==> src/rtl/gene_xover_mutate_pipe_pkg.sv <==
// Shared NEAT GA constants: fixed-point format, gene types, default mutation masks.
// Attribute slots are packed with attribute 0 in the LSBs.
package neat_ga_pkg;
  localparam int DEF_ATTR_W   = 8;
  localparam int DEF_NUM_ATTR = 3;

  localparam logic GENE_NODE = 1'b0;
  localparam logic GENE_CONN = 1'b1;

  // 0.5 with MSB = 2^0 and LSB = 2^-(ATTR_W-1)
  localparam logic [7:0] FX_HALF = 8'h40;

  localparam logic [23:0] DEF_NODE_MASK = {8'h07, 8'h0F, 8'hFF};
  localparam logic [23:0] DEF_CONN_MASK = {8'h00, 8'h00, 8'h01};

  localparam int ATTR_RESP_EN = 0;
  localparam int ATTR_ACT     = 1;
  localparam int ATTR_AGG     = 2;
endpackage

==> src/rtl/gene_xover_mutate_pipe_if.sv <==
// Gene-pair input stream and child-gene output stream of the crossover/mutation pipe.
// master = environment side (reader + writer), slave = pipe side.
interface gene_xover_mutate_pipe_if #(
  parameter int ATTR_W   = 8,
  parameter int NUM_ATTR = 3
);
  localparam int VEC_W = NUM_ATTR * ATTR_W;

  logic                in_valid;
  logic                in_ready;
  logic [VEC_W-1:0]    gene_a;
  logic [VEC_W-1:0]    gene_b;
  logic                gene_type;
  logic                bias;
  logic [VEC_W-1:0]    rand_xover;
  logic [VEC_W-1:0]    rand_msel;
  logic [VEC_W-1:0]    rand_mval;
  logic [ATTR_W-1:0]   mutation_prob;

  logic                out_valid;
  logic                out_ready;
  logic [VEC_W-1:0]    child;
  logic                child_type;
  logic [NUM_ATTR-1:0] mut_flags;

  modport master (
    output in_valid, gene_a, gene_b, gene_type, bias,
    output rand_xover, rand_msel, rand_mval, mutation_prob,
    input  in_ready,
    input  out_valid, child, child_type, mut_flags,
    output out_ready
  );

  modport slave (
    input  in_valid, gene_a, gene_b, gene_type, bias,
    input  rand_xover, rand_msel, rand_mval, mutation_prob,
    output in_ready,
    output out_valid, child, child_type, mut_flags,
    input  out_ready
  );
endinterface

==> src/rtl/gene_xover_mutate_pipe_lane.sv <==
// One attribute lane: crossover pick (stage 1 path) and mutate/mask (stage 2 path).
// Purely combinational; the two paths are fed from different pipeline stages.
module gene_attr_lane
  import neat_ga_pkg::*;
#(
  parameter int                ATTR_W       = DEF_ATTR_W,
  parameter logic [ATTR_W-1:0] XOVER_THRESH = FX_HALF,
  parameter logic [ATTR_W-1:0] NODE_MASK    = '1,
  parameter logic [ATTR_W-1:0] CONN_MASK    = '0
) (
  input  logic [ATTR_W-1:0] attr_a,
  input  logic [ATTR_W-1:0] attr_b,
  input  logic              bias,
  input  logic [ATTR_W-1:0] rand_xover,
  output logic [ATTR_W-1:0] xover_val,
  input  logic [ATTR_W-1:0] attr_xo,
  input  logic              gene_type,
  input  logic [ATTR_W-1:0] rand_msel,
  input  logic [ATTR_W-1:0] rand_mval,
  input  logic [ATTR_W-1:0] mutation_prob,
  output logic [ATTR_W-1:0] mut_val,
  output logic              mut_flag
);
  logic              pick;
  logic [ATTR_W-1:0] mask;

  always_comb begin
    // Low random draw inherits from the fitter parent
    pick      = (rand_xover <= XOVER_THRESH) ? bias : ~bias;
    xover_val = pick ? attr_b : attr_a;
    mask      = (gene_type == GENE_CONN) ? CONN_MASK : NODE_MASK;
    mut_flag  = (rand_msel <= mutation_prob);
    mut_val   = mut_flag ? (rand_mval & mask) : attr_xo;
  end
endmodule

==> src/rtl/gene_xover_mutate_pipe.sv <==
// Two-stage NEAT gene crossover + mutation pipe with valid/ready streams
// and a saturating count of mutated attributes.
module gene_xover_mutate_pipe
  import neat_ga_pkg::*;
#(
  parameter int                           ATTR_W       = DEF_ATTR_W,
  parameter int                           NUM_ATTR     = DEF_NUM_ATTR,
  parameter logic [ATTR_W-1:0]            XOVER_THRESH = FX_HALF,
  parameter logic [NUM_ATTR*ATTR_W-1:0]   NODE_MASK    = DEF_NODE_MASK,
  parameter logic [NUM_ATTR*ATTR_W-1:0]   CONN_MASK    = DEF_CONN_MASK,
  parameter int                           CNT_W        = 16
) (
  input  logic                         clk,
  input  logic                         reset,
  gene_xover_mutate_pipe_if.slave      bus,
  input  logic                         stat_clr,
  output logic [CNT_W-1:0]             mut_count
);
  localparam int VEC_W = NUM_ATTR * ATTR_W;

  logic                vld_p1;
  logic [VEC_W-1:0]    xo_p1;
  logic                type_p1;
  logic [VEC_W-1:0]    msel_p1;
  logic [VEC_W-1:0]    mval_p1;
  logic [ATTR_W-1:0]   prob_p1;

  logic                vld_p2;
  logic [VEC_W-1:0]    child_p2;
  logic                type_p2;
  logic [NUM_ATTR-1:0] flags_p2;

  logic [VEC_W-1:0]    xo_val;
  logic [VEC_W-1:0]    mut_val;
  logic [NUM_ATTR-1:0] mut_flag;

  logic adv_p1, adv_p2, accept, out_hs;

  function automatic logic [CNT_W-1:0] popcount(input logic [NUM_ATTR-1:0] f);
    logic [CNT_W-1:0] n;
    n = '0;
    for (int i = 0; i < NUM_ATTR; i++) n = n + {{(CNT_W-1){1'b0}}, f[i]};
    return n;
  endfunction

  function automatic logic [CNT_W-1:0] sat_add(input logic [CNT_W-1:0] base,
                                               input logic [CNT_W-1:0] inc);
    logic [CNT_W:0] s;
    s = {1'b0, base} + {1'b0, inc};
    return s[CNT_W] ? {CNT_W{1'b1}} : s[CNT_W-1:0];
  endfunction

  assign adv_p2       = !vld_p2 || bus.out_ready;
  assign adv_p1       = !vld_p1 || adv_p2;
  assign bus.in_ready = !reset && adv_p1;
  assign accept       = bus.in_valid && bus.in_ready;
  assign out_hs       = vld_p2 && bus.out_ready;

  for (genvar i = 0; i < NUM_ATTR; i++) begin : g_lane
    gene_attr_lane #(
      .ATTR_W       (ATTR_W),
      .XOVER_THRESH (XOVER_THRESH),
      .NODE_MASK    (NODE_MASK[i*ATTR_W +: ATTR_W]),
      .CONN_MASK    (CONN_MASK[i*ATTR_W +: ATTR_W])
    ) u_lane (
      .attr_a        (bus.gene_a[i*ATTR_W +: ATTR_W]),
      .attr_b        (bus.gene_b[i*ATTR_W +: ATTR_W]),
      .bias          (bus.bias),
      .rand_xover    (bus.rand_xover[i*ATTR_W +: ATTR_W]),
      .xover_val     (xo_val[i*ATTR_W +: ATTR_W]),
      .attr_xo       (xo_p1[i*ATTR_W +: ATTR_W]),
      .gene_type     (type_p1),
      .rand_msel     (msel_p1[i*ATTR_W +: ATTR_W]),
      .rand_mval     (mval_p1[i*ATTR_W +: ATTR_W]),
      .mutation_prob (prob_p1),
      .mut_val       (mut_val[i*ATTR_W +: ATTR_W]),
      .mut_flag      (mut_flag[i])
    );
  end

  always_ff @(posedge clk) begin
    if (reset) begin
      vld_p1 <= 1'b0;
      vld_p2 <= 1'b0;
    end else begin
      if (adv_p1) vld_p1 <= accept;
      if (adv_p2) vld_p2 <= vld_p1;
    end
  end

  // Stage 1 boundary: crossover result plus everything mutation needs
  always_ff @(posedge clk) begin
    if (accept) begin
      xo_p1   <= xo_val;
      type_p1 <= bus.gene_type;
      msel_p1 <= bus.rand_msel;
      mval_p1 <= bus.rand_mval;
      prob_p1 <= bus.mutation_prob;
    end
  end

  // Stage 2 boundary: output registers, frozen while the consumer stalls
  always_ff @(posedge clk) begin
    if (reset) begin
      child_p2 <= '0;
      type_p2  <= 1'b0;
      flags_p2 <= '0;
    end else if (adv_p2 && vld_p1) begin
      child_p2 <= mut_val;
      type_p2  <= type_p1;
      flags_p2 <= mut_flag;
    end
  end

  always_ff @(posedge clk) begin
    if (reset)         mut_count <= '0;
    else if (stat_clr) mut_count <= out_hs ? popcount(flags_p2) : '0;
    else if (out_hs)   mut_count <= sat_add(mut_count, popcount(flags_p2));
  end

  assign bus.out_valid  = vld_p2;
  assign bus.child      = child_p2;
  assign bus.child_type = type_p2;
  assign bus.mut_flags  = flags_p2;
endmodule

==> src/flat_wrapper.sv <==
// flat-port wrapper written by rule: the top's interface ports become plain ports
module gene_xover_mutate_pipe_flat import neat_ga_pkg::*;
#(
  parameter int                           ATTR_W       = DEF_ATTR_W,
  parameter int                           NUM_ATTR     = DEF_NUM_ATTR,
  parameter logic [ATTR_W-1:0]            XOVER_THRESH = FX_HALF,
  parameter logic [NUM_ATTR*ATTR_W-1:0]   NODE_MASK    = DEF_NODE_MASK,
  parameter logic [NUM_ATTR*ATTR_W-1:0]   CONN_MASK    = DEF_CONN_MASK,
  parameter int                           CNT_W        = 16
)
  (clk, reset, stat_clr, mut_count, bus_in_valid, bus_gene_a, bus_gene_b, bus_gene_type, bus_bias, bus_rand_xover, bus_rand_msel, bus_rand_mval, bus_mutation_prob, bus_in_ready, bus_out_valid, bus_child, bus_child_type, bus_mut_flags, bus_out_ready);
  gene_xover_mutate_pipe_if #(.ATTR_W(ATTR_W), .NUM_ATTR(NUM_ATTR)) bus_i ();
  input  logic clk;
  input  logic reset;
  input  logic stat_clr;
  output logic [CNT_W-1:0] mut_count;
  input wire logic [$bits(bus_i.in_valid)-1:0] bus_in_valid;
  input wire logic [$bits(bus_i.gene_a)-1:0] bus_gene_a;
  input wire logic [$bits(bus_i.gene_b)-1:0] bus_gene_b;
  input wire logic [$bits(bus_i.gene_type)-1:0] bus_gene_type;
  input wire logic [$bits(bus_i.bias)-1:0] bus_bias;
  input wire logic [$bits(bus_i.rand_xover)-1:0] bus_rand_xover;
  input wire logic [$bits(bus_i.rand_msel)-1:0] bus_rand_msel;
  input wire logic [$bits(bus_i.rand_mval)-1:0] bus_rand_mval;
  input wire logic [$bits(bus_i.mutation_prob)-1:0] bus_mutation_prob;
  output wire logic [$bits(bus_i.in_ready)-1:0] bus_in_ready;
  output wire logic [$bits(bus_i.out_valid)-1:0] bus_out_valid;
  output wire logic [$bits(bus_i.child)-1:0] bus_child;
  output wire logic [$bits(bus_i.child_type)-1:0] bus_child_type;
  output wire logic [$bits(bus_i.mut_flags)-1:0] bus_mut_flags;
  input wire logic [$bits(bus_i.out_ready)-1:0] bus_out_ready;
  assign bus_i.in_valid = bus_in_valid;
  assign bus_i.gene_a = bus_gene_a;
  assign bus_i.gene_b = bus_gene_b;
  assign bus_i.gene_type = bus_gene_type;
  assign bus_i.bias = bus_bias;
  assign bus_i.rand_xover = bus_rand_xover;
  assign bus_i.rand_msel = bus_rand_msel;
  assign bus_i.rand_mval = bus_rand_mval;
  assign bus_i.mutation_prob = bus_mutation_prob;
  assign bus_in_ready = bus_i.in_ready;
  assign bus_out_valid = bus_i.out_valid;
  assign bus_child = bus_i.child;
  assign bus_child_type = bus_i.child_type;
  assign bus_mut_flags = bus_i.mut_flags;
  assign bus_i.out_ready = bus_out_ready;
  gene_xover_mutate_pipe #(.ATTR_W(ATTR_W), .NUM_ATTR(NUM_ATTR), .XOVER_THRESH(XOVER_THRESH), .NODE_MASK(NODE_MASK), .CONN_MASK(CONN_MASK), .CNT_W(CNT_W)) u_core (.clk(clk), .reset(reset), .bus(bus_i), .stat_clr(stat_clr), .mut_count(mut_count));
endmodule
==> config.mk <==
export PLATFORM = sky130hd
export DESIGN_NAME = gene_xover_mutate_pipe_flat
export DESIGN_NICKNAME = d
export VERILOG_FILES = /design/src/rtl/gene_xover_mutate_pipe_pkg.sv /design/src/rtl/gene_xover_mutate_pipe_if.sv /design/src/rtl/gene_xover_mutate_pipe_lane.sv /design/src/rtl/gene_xover_mutate_pipe.sv /design/src/flat_wrapper.sv
export SDC_FILE = /design/constraint.sdc
export NUM_CORES = 1
export LEC_CHECK = 0
export ABC_AREA = 1
export CORE_MARGIN = 2
export CORE_UTILIZATION = 47
export CTS_CLUSTER_SIZE = 14
export DETAILED_ROUTE_END_ITERATION = 16
export PLACE_DENSITY = 0.81
export RECOVER_POWER = 100
export SLEW_MARGIN = 20
export SYNTH_ARGS = -nofsm -noshare
export SYNTH_HDL_FRONTEND = slang
export SYNTH_SLANG_ARGS = --single-unit
==> constraint.sdc <==
create_clock -name clk -period 5.95 [get_ports clk]
set_clock_uncertainty 0.2 [all_clocks]
set_input_delay 1.4875 -clock clk [delete_from_list [all_inputs] [get_ports clk]]
set_output_delay 1.4875 -clock clk [all_outputs]
set_load 0.005 [all_outputs]
==> results.json, run 1 <==
{
  "worstMarginPinSlew_ns": 1.74,
  "path_class": "in2out",
  "placed_cells": 947,
  "netlist_area_mm2": 0.00576,
  "crit_top_cell": "inv_1",
  "num_vias": 5108,
  "pre_cts_slack_ns": 1.37,
  "ys_top_cells_by_count": "194 x nand2_1, 72 x edfxtp_1, 70 x nand3_1",
  "critPathBufInv": 5,
  "htreeDepth": 4,
  "slew_viol_final": 73,
  "yosysUniqueCellTypes": 38,
  "die_y_um": 115,
  "die_area_mm2": 0.0132,
  "tns_ns": 0,
  "ir_drop_uv": 202,
  "arrival_ns": 3.08,
  "grt_antenna_before_repair": 2,
  "avgSynthCellArea_um2": 9.02,
  "synth_top_cell_area_share_pct": 37.5,
  "track_usage_pct": 23.1,
  "cts_tree": "done",
  "whs_ns": 0.263,
  "synth_area_leaders": "edfxtp_1 38%, dfxtp_1 16%, nand2_1 13%, ha_1 6.5%, nand3_1 6.1%",
  "ant_nets": 0,
  "final.min_clock_period_ns": 4.77,
  "grt_pass1_vias": 5223,
  "ys_seq_elements": 118,
  "drt_wl_total_mm": 14.7,
  "viasPerCell": 5.21,
  "yosysWarnings": 0,
  "critPathCaptureType": "output pin",
  "setup_viol": 0,
  "syn_inst": 639,
  "dpl.hpwl_mm": 10.9,
  "finalInstanceArea_mm2": 0.00818,
  "total_leakage_power_nw": 3.53,
  "grt_overflow": 0,
  "cts_setup_buffers": 0,
  "violations": "capacitance limit, slew limit",
  "clock_path_buffers": 2,
  "critPathTopFamily": "buffers and inverters",
  "ys.flop_type": "edfxtp_1",
  "yosysSeqAreaShare_pct": 53.5,
  "critPathSlowestCell": "dlygate4sd3_1",
  "dr.pass1.iters": 5,
  "finalNonFillerCells": 981,
  "place_congestion": 0.905,
  "grt_pass1_wl_mm": 23.7,
  "finalHoldViolCount": 0,
  "path_clk_slew_ns": 0.05,
  "pin_count": 181,
  "grt_max_degree": 73,
  "cts-resized-gates": 0,
  "core.rowCount": 40,
  "fmax_ghz": 0.210,
  "drt-initial-drc-count": 443,
  "die_x_um": 115,
  "synthArstFlopShare_pct": 0,
  "cp.required_ns": 4.26,
  "cpPeakStageDelay_ns": 0.57,
  "rsz0062_at_grt": "no",
  "setup_slack_ns": 1.18,
  "yosysMostFrequentCell": "nand2_1",
  "hold_class": "reg2reg",
  "cp_max_fo": 3,
  "powerDensity_mw_per_mm2": 267,
  "maxCapViolations": 1,
  "cp-start-kind": "input pin",
  "place_area_mm2": 0.00761,
  "yosysTopAreaCell": "edfxtp_1",
  "syn_nets": 806,
  "outcome": "finished with violations",
  "synth-edff-count": 72,
  "postCtsHoldBufs": 0,
  "core_mm2": 0.0120,
  "cts_made_buffers": 17,
  "port-buffer-count": 171,
  "drive_above_1_share_pct": 7.33,
  "initial_core_util_pct": 48.0,
  "fin_crit_sh_pct": 80.2,
  "area_growth_pct": 41.9,
  "nets": 986,
  "worstSkewPairLatency_ns": 0.41,
  "cts_root_buffer": "clkbuf_16",
  "drc": 0,
  "crit_chain": "dlygate4sd3_1, inv_1, nand2_1, nor2_1, inv_1, nand2_1, inv_1, dlygate4sd3_1",
  "clock-sinks": 118,
  "n_fill_cell": 899,
  "maxSlewHeadroom_pct": -15.7,
  "wire_per_inst_um": 15.0
}
==> worst paths after layout <==
kind / endpoint / slack, ns / cells after the start / startpoint
hold reg to reg: u_core.bus.child[15] / 0.26 / 2 / u_core.bus.child[15]
setup / recovery: bus_in_ready / 1.18 / 8 / bus_out_ready
hold / removal: u_core.bus.child[15] / 0.26 / 2 / u_core.bus.child[15]
setup reg to reg: u_core.mut_count[3] / 3.16 / 13 / u_core.bus.mut_flags[0]
==> metrics by stage <==
| step | util (%) | total power, mW |
|---|---|---|
| after floorplan | - | 1.05 |
| after global placement | 63.4 | 1.18 |
| after detailed placement | 63.4 | 1.19 |
| after CTS | 68.4 | 2.20 |
| after global routing | 68.1 | 2.26 |
| final | 68.1 | 2.18 |
==> logic make-up after synthesis <==
family          count (synthesis)  synth area share (%)
xor+xnor                        2                 0.304
simple gates                  339                  26.4
compound gates                 70                  7.21
flops                         118                  53.5
buf+inv                        78                  5.36
fa+ha+maj                      32                  7.21
==> metal layers <==
layer | vias to the layer above | GRT usage [%] | share of wire, %
li1 | 2493 | - | -
met1 | 2352 | 25.4 | 38
met2 | 239 | 41.5 | 52
met3 | 24 | 7.41 | 8.7
met4 | 0 | 9.24 | 1.7
met5 | - | 0 | 0
==> cell usage in the layout (no fill, tap or decap), drive strengths merged <==
cell,n
inv,64
xnor2,1
ha,30
a21oi,49
o211ai,5
nor3,1
clkbuf,25
nand2,208
nand3,75
nand4,3
diode,2
nor2,43
a21o,3
dlygate4sd3,98
clkinv,6
a211oi,1
o21ai,9
xor2,1
nand3b,6
buf,2
dfxtp,46
edfxtp,72
fa,2
or2,3
clkinvlp,2
o31ai,3
clkdlybuf4s50,72
bufinv,2
==> registers in the layout, indices dropped and copies added, names as in the netlist <==
signal / flops
u_core.bus.out_valid: 1
u_core.mval_p1: 15
u_core.mut_count: 16
u_core.prob_p1: 8
u_core.bus.mut_flags: 3
u_core.xo_p1: 24
u_core.bus.child_type: 1
u_core.type_p1: 1
u_core.msel_p1: 24
u_core.vld_p1: 1
u_core.bus.child: 24
==> power by group <==
| part | internal (mW) | switching (mW) | total, mW |
|---|---|---|---|
| logic | 0.120 | 0.119 | 0.238 |
| clock network | 0.669 | 0.348 | 1.02 |
| registers | 0.911 | 0.0139 | 0.925 |
| total | 1.70 | 0.480 | 2.18 |
==> worst register-to-register path, stage by stage, from the launching register on <==
cell	delay, ns
dfxtp_1	0.34
fa_1	0.60
ha_1	0.17
inv_1	0.06
fa_1	0.40
inv_1	0.07
nand2_1	0.05
nand2_1	0.10
nand2_2	0.09
nor2_4	0.18
nand3_4	0.16
nand3_1	0.12
nand2_1	0.06
a21oi_1	0.15
==> layout make-up <==
| type | count | area (µm²) | area share [%] |
|---|---|---|---|
| Clock inverter | 8 | 95.1 | 1.16 |
| Antenna cell | 2 | 5.00 | 0.0612 |
| Multi-Input combinational cell | 443 | 2340 | 28.6 |
| Tap cell | 147 | 184 | 2.25 |
| Timing Repair Buffer | 173 | 1720 | 21.0 |
| Sequential cell | 118 | 3080 | 37.7 |
| Clock buffer | 24 | 502 | 6.14 |
| Inverter | 66 | 248 | 3.03 |
(Power assumes the default switching activity.)
==> inputs of run 2 (changes only) <==
==> constraint.sdc (replaced) <==
create_clock -name clk -period 4.85 [get_ports clk]
set_clock_uncertainty 0.2 [all_clocks]
set_input_delay 1.2125 -clock clk [delete_from_list [all_inputs] [get_ports clk]]
set_output_delay 1.2125 -clock clk [all_outputs]
set_load 0.005 [all_outputs]
==> results.json, run 2 (synthesis gave the netlist of run 1 again) <==
{
  "outcome": "finished with violations",
  "violations": "capacitance limit, slew limit",
  "powerDensity_mw_per_mm2": 336,
  "viasPerCell": 5.13,
  "hold_path_depth": 2,
  "fin_crit_sh_pct": 86.5,
  "path_clk_slew_ns": 0.05,
  "place_congestion": 0.881,
  "maxCapViolations": 1,
  "post-route-util_pct": 68.2,
  "cp.required_ns": 3.44,
  "use_met3_pct": 7.73,
  "die_x_um": 115,
  "n_fill_cell": 908,
  "layout_common_cells": "202 x nand2_1, 98 x dlygate4sd3_1, 72 x clkdlybuf4s50_1, 72 x edfxtp_1, 71 x nand3_1",
  "die_area_mm2": 0.0132,
  "cts_tree": "done",
  "dpl.hpwl_mm": 10.8,
  "drc": 0,
  "r2r_setup_slack_ns": 1.64,
  "wire_per_inst_um": 14.8,
  "final_common_cell": "nand2_1",
  "clock_path_buffers": 2,
  "dr.pass1.iters": 5,
  "seqCellArea_mm2": 0.00308,
  "nets": 986,
  "drt_wl_total_mm": 14.5,
  "clock-sinks": 118,
  "cts_setup_buffers": 0,
  "core.rowCount": 40,
  "pin_count": 181,
  "total_leakage_power_nw": 3.54,
  "drt-initial-drc-count": 419,
  "fmax_ghz": 0.238,
  "use_met2_pct": 42.4,
  "cp-endpoint": "bus_in_ready",
  "startpoint": "bus_out_ready",
  "reg2reg_from": "u_core.bus.mut_flags[0]",
  "cp-start-kind": "input pin",
  "met1_usage_pct": 23.6,
  "die_y_um": 115,
  "cts_root_buffer": "clkbuf_16",
  "grt_max_degree": 49,
  "num_vias": 5036,
  "maxSlewHeadroom_pct": -37.1,
  "grt_pass1_vias": 5186,
  "setup_slack_ns": 0.653,
  "area_growth_pct": 42.1,
  "finalHoldViolCount": 0,
  "cp_max_fo": 3,
  "grt_overflow": 0,
  "core_mm2": 0.0120,
  "cts_made_buffers": 17,
  "drive_above_1_share_pct": 6.49,
  "ant_nets": 0,
  "hold_class": "reg2reg",
  "path_class": "in2out",
  "grt.busiest_layer": "met2",
  "rsz0062_at_grt": "no",
  "grt_pass1_wl_mm": 23.3,
  "placed_cells": 947,
  "finalNonFillerCells": 982,
  "cts-resized-gates": 0,
  "arrival_ns": 2.78,
  "rr_endpoint": "u_core.mut_count[14]",
  "grt_antenna_before_repair": 2,
  "postCtsHoldBufs": 0,
  "reg2reg_depth": 13,
  "port-buffer-count": 171,
  "track_usage_pct": 23.0,
  "slew_viol_final": 25,
  "tns_ns": 0,
  "pre_cts_slack_ns": 0.778,
  "worstSkewPairLatency_ns": 0.42,
  "critPathCaptureType": "output pin",
  "initial_core_util_pct": 48.0,
  "final.min_clock_period_ns": 4.20,
  "htreeDepth": 4,
  "ir_drop_uv": 285,
  "multi_input_area_mm2": 0.00229,
  "worstMarginPinSlew_ns": 2.05,
  "setup_viol": 0
}
-- run 2: worst max-delay path: stages --
cell	delay [ns]
dlygate4sd3_1	0.55
inv_1	0.06
nand2_1	0.08
nor2_1	0.12
inv_1	0.07
nand2_1	0.08
inv_1	0.05
dlygate4sd3_1	0.56
-- run 2: worst min path at each step --
stage | endpoint | slack [ns] | from
2_1_floorplan | u_core.bus.child[10] | 0.26 | u_core.bus.child[10]
3_3_place_gp | u_core.bus.child[14] | 0.25 | u_core.bus.child[14]
3_5_place_dp | u_core.bus.child[15] | 0.26 | u_core.bus.child[15]
4_1_cts | u_core.bus.child[16] | 0.27 | u_core.bus.child[16]
5_1_grt | u_core.bus.child[17] | 0.29 | u_core.bus.child[17]
6_report | u_core.bus.child[18] | 0.26 | u_core.bus.child[18]
-- run 2: area by class of cell --
class                      count  area share (%)
antenna                        3          0.0917
clock buffer                  24            6.40
clock inverter                 8            1.39
inverter                      66            3.03
multi-input combinational    443            28.0
sequential                   118            37.7
tap                          147            2.25
timing repair buffer         173            21.2
-- run 2: through the flow --
step	power, mW	hold WS, ns	instance area (µm²)
6_report	2.75	0.264	8190
3_3_place_gp	1.45	0.254	7630
3_5_place_dp	1.46	0.257	7630
5_1_grt	2.84	0.287	8180
4_1_cts	2.78	0.272	8260
2_1_floorplan	1.29	0.262	5760
-- run 2: where the power goes --
part,internal [mW],switching [mW]
logic,0.148,0.143
registers,1.12,0.0171
clock network,0.904,0.421
-- run 2: routing by layer --
metal	routed length, µm	vias to the layer above
met5	0	-
li1	-	2499
met3	1080	22
met2	7550	194
met4	275	0
met1	5620	2321
